===== config.mk =====
export PLATFORM = sky130hd
export DESIGN_NAME = sram_seq_arbiter
export DESIGN_NICKNAME = d
export VERILOG_FILES = /design/src/rtl/sram_seq_pkg.sv /design/src/rtl/sram_client_mux.sv /design/src/rtl/sram_seq_arbiter.sv
export SDC_FILE = /design/constraint.sdc
export NUM_CORES = 1
export LEC_CHECK = 0
export BUFFER_PORTS_ARGS = -buffer_cell sky130_fd_sc_hd__buf_2
export CAP_MARGIN = 25
export CORE_MARGIN = 3
export CORE_UTILIZATION = 33
export CTS_BUF_LIST = sky130_fd_sc_hd__clkbuf_8 sky130_fd_sc_hd__clkbuf_16
export DETAILED_ROUTE_END_ITERATION = 16
export GPL_TIMING_DRIVEN = 1
export HOLD_SLACK_MARGIN = 0.06
export PLACE_DENSITY = 0.78
export SLEW_MARGIN = 20
export SYNTH_ARGS = -nofsm -noshare
export SYNTH_HDL_FRONTEND = slang
export SYNTH_SLANG_ARGS = --single-unit

===== constraint.sdc =====
create_clock -name CLOCK_50_I -period 1.6 [get_ports CLOCK_50_I]
set_input_delay 0.08 -clock CLOCK_50_I [delete_from_list [all_inputs] [get_ports CLOCK_50_I]]
set_output_delay 0.08 -clock CLOCK_50_I [all_outputs]
set_load 0.005 [all_outputs]

===== src/rtl/sram_seq_pkg.sv =====
// sram_seq_pkg: shared state type, constants and helpers for the SRAM ownership sequencer
// Contents: sram_seq_state_type, WDOG_CYCLES_DEF (default watchdog length),
// GAP_CYCLES (length of the bus hand-over gap), ch_ok (channel index range check).
package sram_seq_pkg;
  typedef enum logic [1:0] {S_SEQ_IDLE, S_SEQ_RUN, S_SEQ_GAP} sram_seq_state_type;
  localparam int WDOG_CYCLES_DEF = 50000000;
  localparam int GAP_CYCLES = 1;
  function automatic logic ch_ok(input int unsigned ch, input int unsigned n);
    return ch < n;
  endfunction
endpackage


===== src/rtl/sram_client_mux.sv =====
// sram_client_mux: NUM_CH-way mux of client address, write data and write enable onto the SRAM port
// Ports: sel (owner index), en (low drives the bus to its reset values),
// force_idle (holds we_n high), ch_addr/ch_wdata/ch_we_n (flattened client buses),
// addr/wdata/we_n (to SRAM controller).
module sram_client_mux #(
  parameter int NUM_CH = 4,
  parameter int ADDR_W = 18,
  parameter int DATA_W = 16,
  parameter int CH_W = $clog2(NUM_CH)
) (
  input  logic [CH_W-1:0]          sel,
  input  logic                     en,
  input  logic                     force_idle,
  input  logic [NUM_CH*ADDR_W-1:0] ch_addr,
  input  logic [NUM_CH*DATA_W-1:0] ch_wdata,
  input  logic [NUM_CH-1:0]        ch_we_n,
  output logic [ADDR_W-1:0]        addr,
  output logic [DATA_W-1:0]        wdata,
  output logic                     we_n
);
  logic [ADDR_W-1:0] a;
  logic [DATA_W-1:0] d;
  logic w;
  always_comb begin
    a = '0;
    d = '0;
    w = 1'b1;
    for (int i = 0; i < NUM_CH; i++)
      if (sel == CH_W'(i)) begin
        a = ch_addr[i*ADDR_W +: ADDR_W];
        d = ch_wdata[i*DATA_W +: DATA_W];
        w = ch_we_n[i];
      end
    addr = en ? a : '0;
    wdata = en ? d : '0;
    we_n = !en || force_idle || w;
  end
endmodule


===== src/rtl/sram_seq_arbiter.sv =====
// sram_seq_arbiter: hands the single SRAM port to client units in a programmable slot order
// Ports: CLOCK_50_I/resetn (async active-low), go (start a run), stage_ch_i (slot channels,
// slot 0 in LSBs), idle_ch_i (owner between runs), ch_start_o/ch_finish_i (level start,
// pulse finish), ch_addr_i/ch_wdata_i/ch_we_n_i (client buses), SRAM_* (muxed bus),
// active_ch_o (owner), busy_o, done_o (run-complete pulse), timeout_o (sticky abort).
// Build option: define SRAM_SEQ_WATCHDOG_EN to abort a stage after WDOG_CYCLES in RUN.
module sram_seq_arbiter import sram_seq_pkg::*; #(
  parameter int NUM_CH = 4,
  parameter int NUM_STAGES = 3,
  parameter int ADDR_W = 18,
  parameter int DATA_W = 16,
  parameter int WDOG_CYCLES = WDOG_CYCLES_DEF,
  parameter int CH_W = $clog2(NUM_CH)
) (
  input  logic                         CLOCK_50_I,
  input  logic                         resetn,
  input  logic                         go,
  input  logic [NUM_STAGES*CH_W-1:0]   stage_ch_i,
  input  logic [CH_W-1:0]              idle_ch_i,
  output logic [NUM_CH-1:0]            ch_start_o,
  input  logic [NUM_CH-1:0]            ch_finish_i,
  input  logic [NUM_CH*ADDR_W-1:0]     ch_addr_i,
  input  logic [NUM_CH*DATA_W-1:0]     ch_wdata_i,
  input  logic [NUM_CH-1:0]            ch_we_n_i,
  output logic [ADDR_W-1:0]            SRAM_address_o,
  output logic [DATA_W-1:0]            SRAM_write_data_o,
  output logic                         SRAM_we_n_o,
  output logic [CH_W-1:0]              active_ch_o,
  output logic                         busy_o,
  output logic                         done_o,
  output logic                         timeout_o
);
  localparam int SW = $clog2(NUM_STAGES + 1);
  sram_seq_state_type state;
  logic [CH_W-1:0] owner;
  logic [NUM_STAGES*CH_W-1:0] pend;
  logic [SW-1:0] stage;
  logic bus_en;
  logic [CH_W-1:0] first_ch, next_ch;
  assign first_ch = stage_ch_i[CH_W-1:0];
  assign next_ch = pend[CH_W-1:0];
  assign active_ch_o = owner;
  assign busy_o = state != S_SEQ_IDLE;
`ifdef SRAM_SEQ_WATCHDOG_EN
  logic [25:0] wdog;
`else
  assign timeout_o = 1'b0;
`endif
  // pend holds the slots still to come, so the next channel is always in its LSBs.
  // An out-of-range slot keeps the previous owner and costs only a GAP cycle.
  always_ff @(posedge CLOCK_50_I or negedge resetn)
    if (!resetn) begin
      state <= S_SEQ_IDLE;
      owner <= '0;
      pend <= '0;
      stage <= '0;
      bus_en <= 1'b0;
      ch_start_o <= '0;
      done_o <= 1'b0;
`ifdef SRAM_SEQ_WATCHDOG_EN
      wdog <= '0;
      timeout_o <= 1'b0;
`endif
    end else begin
      bus_en <= 1'b1;
      done_o <= 1'b0;
`ifdef SRAM_SEQ_WATCHDOG_EN
      wdog <= state == S_SEQ_RUN ? wdog + 1'b1 : '0;
`endif
      case (state)
        S_SEQ_IDLE: begin
          owner <= ch_ok(32'(idle_ch_i), NUM_CH) ? idle_ch_i : '0;
          if (go) begin
            pend <= stage_ch_i >> CH_W;
            stage <= '0;
`ifdef SRAM_SEQ_WATCHDOG_EN
            timeout_o <= 1'b0;
`endif
            if (ch_ok(32'(first_ch), NUM_CH)) begin
              owner <= first_ch;
              ch_start_o <= NUM_CH'(1) << first_ch;
              state <= S_SEQ_RUN;
            end else
              state <= S_SEQ_GAP;
          end
        end
        S_SEQ_RUN:
          if (|(ch_finish_i & ch_start_o)) begin
            ch_start_o <= '0;
            state <= S_SEQ_GAP;
          end
`ifdef SRAM_SEQ_WATCHDOG_EN
          else if (wdog == 26'(WDOG_CYCLES - 1)) begin
            ch_start_o <= '0;
            timeout_o <= 1'b1;
            state <= S_SEQ_IDLE;
          end
`endif
        S_SEQ_GAP:
          if (stage == SW'(NUM_STAGES - 1)) begin
            done_o <= 1'b1;
            state <= S_SEQ_IDLE;
          end else begin
            stage <= stage + 1'b1;
            pend <= pend >> CH_W;
            if (ch_ok(32'(next_ch), NUM_CH)) begin
              owner <= next_ch;
              ch_start_o <= NUM_CH'(1) << next_ch;
              state <= S_SEQ_RUN;
            end else
              state <= S_SEQ_GAP;
          end
        default: state <= S_SEQ_IDLE;
      endcase
    end
  sram_client_mux #(.NUM_CH(NUM_CH), .ADDR_W(ADDR_W), .DATA_W(DATA_W), .CH_W(CH_W)) u_mux (
    .sel(owner),
    .en(bus_en),
    .force_idle(state == S_SEQ_GAP),
    .ch_addr(ch_addr_i),
    .ch_wdata(ch_wdata_i),
    .ch_we_n(ch_we_n_i),
    .addr(SRAM_address_o),
    .wdata(SRAM_write_data_o),
    .we_n(SRAM_we_n_o)
  );
endmodule

==> results of run 1 <==
flip-flops by register name, indices dropped and copies added (netlist names):
register / cells
ch_start_o: 4
pend: 4
active_ch_o: 2
stage: 2
state: 2
bus_en: 1
done_o: 1
final timing paths:
check	slack, ns	start	cells after the start	to
max	-0.22	active_ch_o[0]$_DFFE_PN0P_	4	SRAM_we_n_o
min	0.08	stage_ch_i[4]	2	pend[2]$_DFFE_PN0P_
max reg2reg	0	ch_start_o[0]$_DFFE_PN0P_	4	ch_start_o[0]$_DFFE_PN0P_
min reg2reg	0.50	pend[3]$_DFFE_PN0P_	1	pend[3]$_DFFE_PN0P_
max in group asynchronous	1.05	resetn	2	active_ch_o[0]$_DFFE_PN0P_
min in group asynchronous	0.26	resetn	2	ch_start_o[0]$_DFFE_PN0P_
Yosys cell counts:
cell      number
and2_1        35
mux4_2        35
dfrtp_1       16
nand2_1       10
o21ai_0        8
buf_2          7
clkbuf_1       6
mux2i_1        6
inv_1          5
buf_6          4
a21o_1         3
a32o_1         3
a21oi_1        2
a22o_1         2
and3b_1        2
conb_1         2
mux2_2         2
nor2_1         2
nor3_1         2
nor3b_1        2
nor4b_1        2
o22a_1         2
o41ai_1        2
a222oi_1       1
buf_4          1
clkbuf_2       1
ha_1           1
nand3_1        1
nand4b_1       1
nor2b_1        1
o211ai_2       1
o21bai_1       1
o31ai_1        1
or3b_1         1
metal layers:
metal / vias to the layer above / share of wire [%]
li1: 1071 / -
met4: 0 / 2.6
met5: - / 0
met3: 18 / 7.1
met2: 117 / 55
met1: 1123 / 35
metrics by stage:
stage / instances / setup TNS, ns / worst slack [ns] / utilization [%] / area, µm²
floorplan: 171 / 0 / 0.0576 / - / 1970
finish: 445 / -6.51 / -0.220 / 57.6 / 3250
detailed placement: 433 / -0.0214 / -0.0107 / 54.0 / 3050
CTS: 439 / -7.19 / -0.242 / 55.5 / 3130
global route: 445 / -9.25 / -0.288 / 57.6 / 3250
global placement: 433 / 0 / 0.0472 / 54.0 / 3050
report_power, final:
part           switching [W]  internal, W  total, W
logic                0.00127      0.00206   0.00332
registers           0.000219     0.000581  0.000801
clock network       0.000142     0.000218  0.000361
total                0.00163      0.00285   0.00449
critical path, cell delays in order, from the launching register on:
cell and delay (ns):
dfrtp_2 0.38, buf_4 0.11, mux4_2 0.48, or3b_1 0.39
buf_2 0.14
placed cells by master, fill, tap and decap left out, types with 2 or more instances in the layout:
master,count
a21o_1,3
nor3b_1,2
o41ai_1,2
nor4b_1,2
dfrtp_1,14
o21ai_0,8
buf_12,3
o22a_1,2
mux2i_1,6
nor3_1,2
and3b_1,2
buf_2,197
inv_1,5
nor2_1,2
clkbuf_16,3
and2_1,35
mux4_2,35
a21oi_1,2
clkbuf_8,4
buf_4,12
nand2_1,10
mux2_4,2
conb_1,2
dfrtp_2,2
a22o_1,2
a32o_1,3
logic make-up after synthesis:
kind of cell	count (synthesis)	synth area share (%)
mux	43	44.2
compound gates	26	9.78
flops	16	20.3
buf+inv	24	6.79
other cells	2	0.381
simple gates	59	17.9
fa+ha+maj	1	0.635
layout make-up:
cell class	count	area, µm²	share of cell area (%)
flip-flops and latches	16	403	12.4
well taps	72	90.1	2.77
inverters	5	18.8	0.578
clock buffers	4	55.1	1.70
multi-input cells	131	1440	44.5
repair buffers	217	1240	38.1
repair_timing:
action / CTS / global route
setup buffers: 1 / 3
endpoints found under the hold margin: 16 / 0
gates resized for setup: 4 / 3
pin swaps: 2 / 2
hold buffers: 1 / 0
gates cloned: 0 / 4
endpoints found under the setup margin: 37 / 40
==> impl_results.md, run 1 <==
- Status: complete, but fails checks
- Violated checks: setup timing
- Drt total wl: 7780 µm
- Worst Setup End Kind: output port
- GR peak layer: met2
- Fin. Hold Viols: 0
- Unique masters post-synth: 34
- Startpoint Class: flop
- Skew-Pair Late Insertion Delay: ~0.25 ns
- Grt met2 use: 41.2%
- CTS root buf: clkbuf_8
- First-pass DRT Iterations: 4
- Gpl congestion: 0.923
- N_diodes: 0
- # fillers: 493
- Pwr dens: 1380 nW/µm²
- Detail Route Antenna Nets: 0
- Synth area leader: mux4_2
- Sink Count: 16
- Mean Syn Cell Area: 11.5 µm²
- Net count after synthesis: between 300 and 400
- Die area: slightly below 7000 µm²
- Nets: 530
- Synthesis-to-finish area growth: 64.8%
- Fmax: 549 MHz
- Worst-path clk slew: 0.06 ns
- Critical Path RT: 1.52 ns
- Crit-path max FO: 3
- RSZ-0062 raised after global routing: yes
- Vias/cell: 5.23
- Period utilization: 114%
- Synthesized area: 1970 µm²
- Critical path class: flop to output port
- Max cap viols: 0
- Crit path arrival time: 1.74 ns
- H-tree levels: 1
- Yosys top cell area share: 40.0%
- Peak VDD IR: 0.000873 V
- CTS buffer count: 3
- Final clock skew: 0.00531 ns
- Grt total ovfl: 0
- Largest net degree at the start of global routing: 35
- Remaining DRCs: 0
- Fin Hold WS: 0.0846 ns
- Worst min path class: primary input to flop
- Final HPWL DP: approximately 6400 µm
- Starting Density: 34.9%
- Synth area leaders: mux4_2 40%, dfrtp_1 20%, and2_1 11%
- CTS tree: built
- I/O pin cnt: 199
- Placeable core area: 5640 µm²
- Initial drt markers: 65
- Chip height: 83.3 µm
- GR met1 Demand/Resource: 22.7%
- Rows: 27
- Leak: 1.67 nW
- #FFs+latches synth: 16
- DR WL/cell: 17.5 µm
- Final min period: about 1.8 ns
- Slew Limit Fails: 0
- Synth Warn #: 0
- Via Count: 2,329
- Post-Syn Instances: 171
- Overall Global Routing Usage: 21.3%
- First-pass GRT wire length: 12,100 µm
- Overall Power: 0.00449 W
- Register area share after synthesis: 20.3%
- Final worst slack: -0.220 ns
- PortBufs: 197
- GRT met3 Usage: under 10%
- Antenna violations before repair: 0
- Share of cells above drive strength 1: 69.7%
- Number of global-route vias before repair: 2,444
- Die width: 83.3 µm
- Maximum root-to-sink buffer count: 2
- Final setup fails: 36
No activity file was read; power rests on OpenSTA's default activity.
==> run 2: changes to the inputs <==
SKIP_CTS_REPAIR_TIMING = 1   (was unset)
==> impl_results.md, run 2 (synthesized netlist as in run 1, its figures left out) <==
- Critical path class: flop to output port
- Number of global-route vias before repair: 2,421
- Sequential group share of total power: 17.8%
- Final clock skew: ~0.0054 ns
- Worst Setup End Kind: output port
- Grt total ovfl: 0
- Final HPWL DP: 6350 µm
- Skew-Pair Late Insertion Delay: around 0.25 ns
- H-tree levels: 1
- FF-to-FF Start: ch_start_o[0]$_DFFE_PN0P_
- CTS root buf: clkbuf_8
- N_diodes: 0
- Largest net degree at the start of global routing: 35
- Final min period: 1.82 ns
- Remaining DRCs: 0
- First-pass GRT wire length: 12,000 µm
- Slew Limit Fails: 0
- Max cap viols: 0
- Critical Path RT: 1.52 ns
- Starting Density: 34.9%
- Fmax: 550 MHz
- RSZ-0062 raised after global routing: yes
- Rows: 27
- Share of cells above drive strength 1: 69.8%
- Overall Power: 0.00449 W
- First-pass DRT Iterations: 4
- I/O pin cnt: 199
- Gpl congestion: about 0.92
- Commonest non-fill, non-tap cell in the layout: buf_2
- Clk network pwr share: 8.0%
- Switching pwr: 0.00163 W
- # fillers: about 500
- CTS tree: built
- Internal: 0.00286 W
- Worst hold start: stage_ch_i[4]
- Worst min path class: primary input to flop
- R2R Setup Slk: 0.01 ns
- Crit-path max FO: 3
- Vias/cell: 5.22
- Switching Fraction: 36.3%
- Fin. Hold Viols: 0
- Via Count: 2,330
- CTS buffer count: 3
- Fin Hold WS: ~0.084 ns
- Startpoint Class: flop
- Placeable core area: roughly 5600 µm²
- Final setup TNS: -6.61 ns
- Maximum root-to-sink buffer count: 2
- Initial drt markers: 70
- Final setup fails: 35
- Pwr dens: 1380 nW/µm²
- Commonest non-fill, non-tap cells in the layout: 197 x buf_2, 35 x mux4_2, 35 x and2_1
- Synthesis-to-finish area growth: 65.1%
- Chip height: 83.3 µm
- Nets: 531
- Crit path arrival time: between 1.5 and 2 ns
- Antenna violations before repair: 0
- Peak VDD IR: 0.000873 V
- DR WL/cell: 17.5 µm
- Final worst slack: -0.218 ns
- Period utilization: 114%
- Sink Count: 16
- Die width: 83.3 µm
- RR Endpoint: ch_start_o[0]$_DFFE_PN0P_
- FF-to-FF path depth: 4
- Violated checks: setup timing
- Hold Path End: pend[2]$_DFFE_PN0P_
- Top flop regs: ch_start_o (4), pend (4)
- Die area: between 6000 and 7000 µm²
- Worst-path clk slew: 0.06 ns
- Combinational group share of total power: 74.2%
- Detail Route Antenna Nets: 0
- Leak: 1.67 nW
- Status: complete, but fails checks
- PortBufs: 197
- Drt total wl: 7800 µm
- Overall Global Routing Usage: 21.2%
- Hold path depth: 2
## run 2: cell types whose count changed in the layout (fill, tap and decap cells not counted), sizes merged
| cell | previous run | this run |
|---|---|---|
| buf | 213 | 214 |
## run 2: area by class of cell
class                   count  area (µm²)  share of cell area [%]
well taps                  72        90.1                    2.77
multi-input cells         131        1440                    44.4
inverters                   5        18.8                   0.577
clock buffers               4        55.1                    1.69
repair buffers            218        1240                    38.2
flip-flops and latches     16         403                    12.4
## run 2: critical path, cell delays in order (launching register included)
cell	delay [ns]
dfrtp_2	0.37
buf_4	0.11
mux4_2	0.48
or3b_1	0.39
buf_2	0.14
## run 2: metal layers
layer / GRT usage [%] / vias to the layer above / wire (µm)
met4: 7.28 / 0 / 201
met2: 40.6 / 119 / 4330
met3: 5.06 / 18 / 564
met5: 0 / - / 0
li1: - / 1071 / -
met1: 22.4 / 1122 / 2700
## run 2: how the worst max path moves through the flow
stage,from,to,slack (ns)
after global placement,active_ch_o[0]$_DFFE_PN0P_,SRAM_write_data_o[2],0.05
after floorplan,stage[0]$_DFFE_PN0P_,ch_start_o[0]$_DFFE_PN0P_,0.06
after CTS,active_ch_o[0]$_DFFE_PN0P_,SRAM_write_data_o[2],-0.25
final,active_ch_o[0]$_DFFE_PN0P_,SRAM_we_n_o,-0.22
after global routing,active_ch_o[0]$_DFFE_PN0P_,SRAM_address_o[8],-0.29
after detailed placement,ch_start_o[0]$_DFFE_PN0P_,ch_start_o[0]$_DFFE_PN0P_,-0.01
## run 2: power groups by stage
stage	clock network, W	logic [W]	registers (W)
2_1_floorplan	0	0.00212	0.000703
3_3_place_gp	0	0.00289	0.000805
3_5_place_dp	0	0.00297	0.000810
4_1_cts	0.000374	0.00297	0.000806
5_1_grt	0.000385	0.00363	0.000831
6_report	0.000361	0.00333	0.000800
## run 2: per-stage QoR
step           area (µm²)  setup WS [ns]  util, %  std cells
3_3_place_gp         3050         0.0472     54.0        433
3_5_place_dp         3050        -0.0107     54.0        433
4_1_cts              3100         -0.250     55.0        437
5_1_grt              3250         -0.285     57.7        446
6_report             3250         -0.218     57.7        446
2_1_floorplan        1970         0.0576        -        171
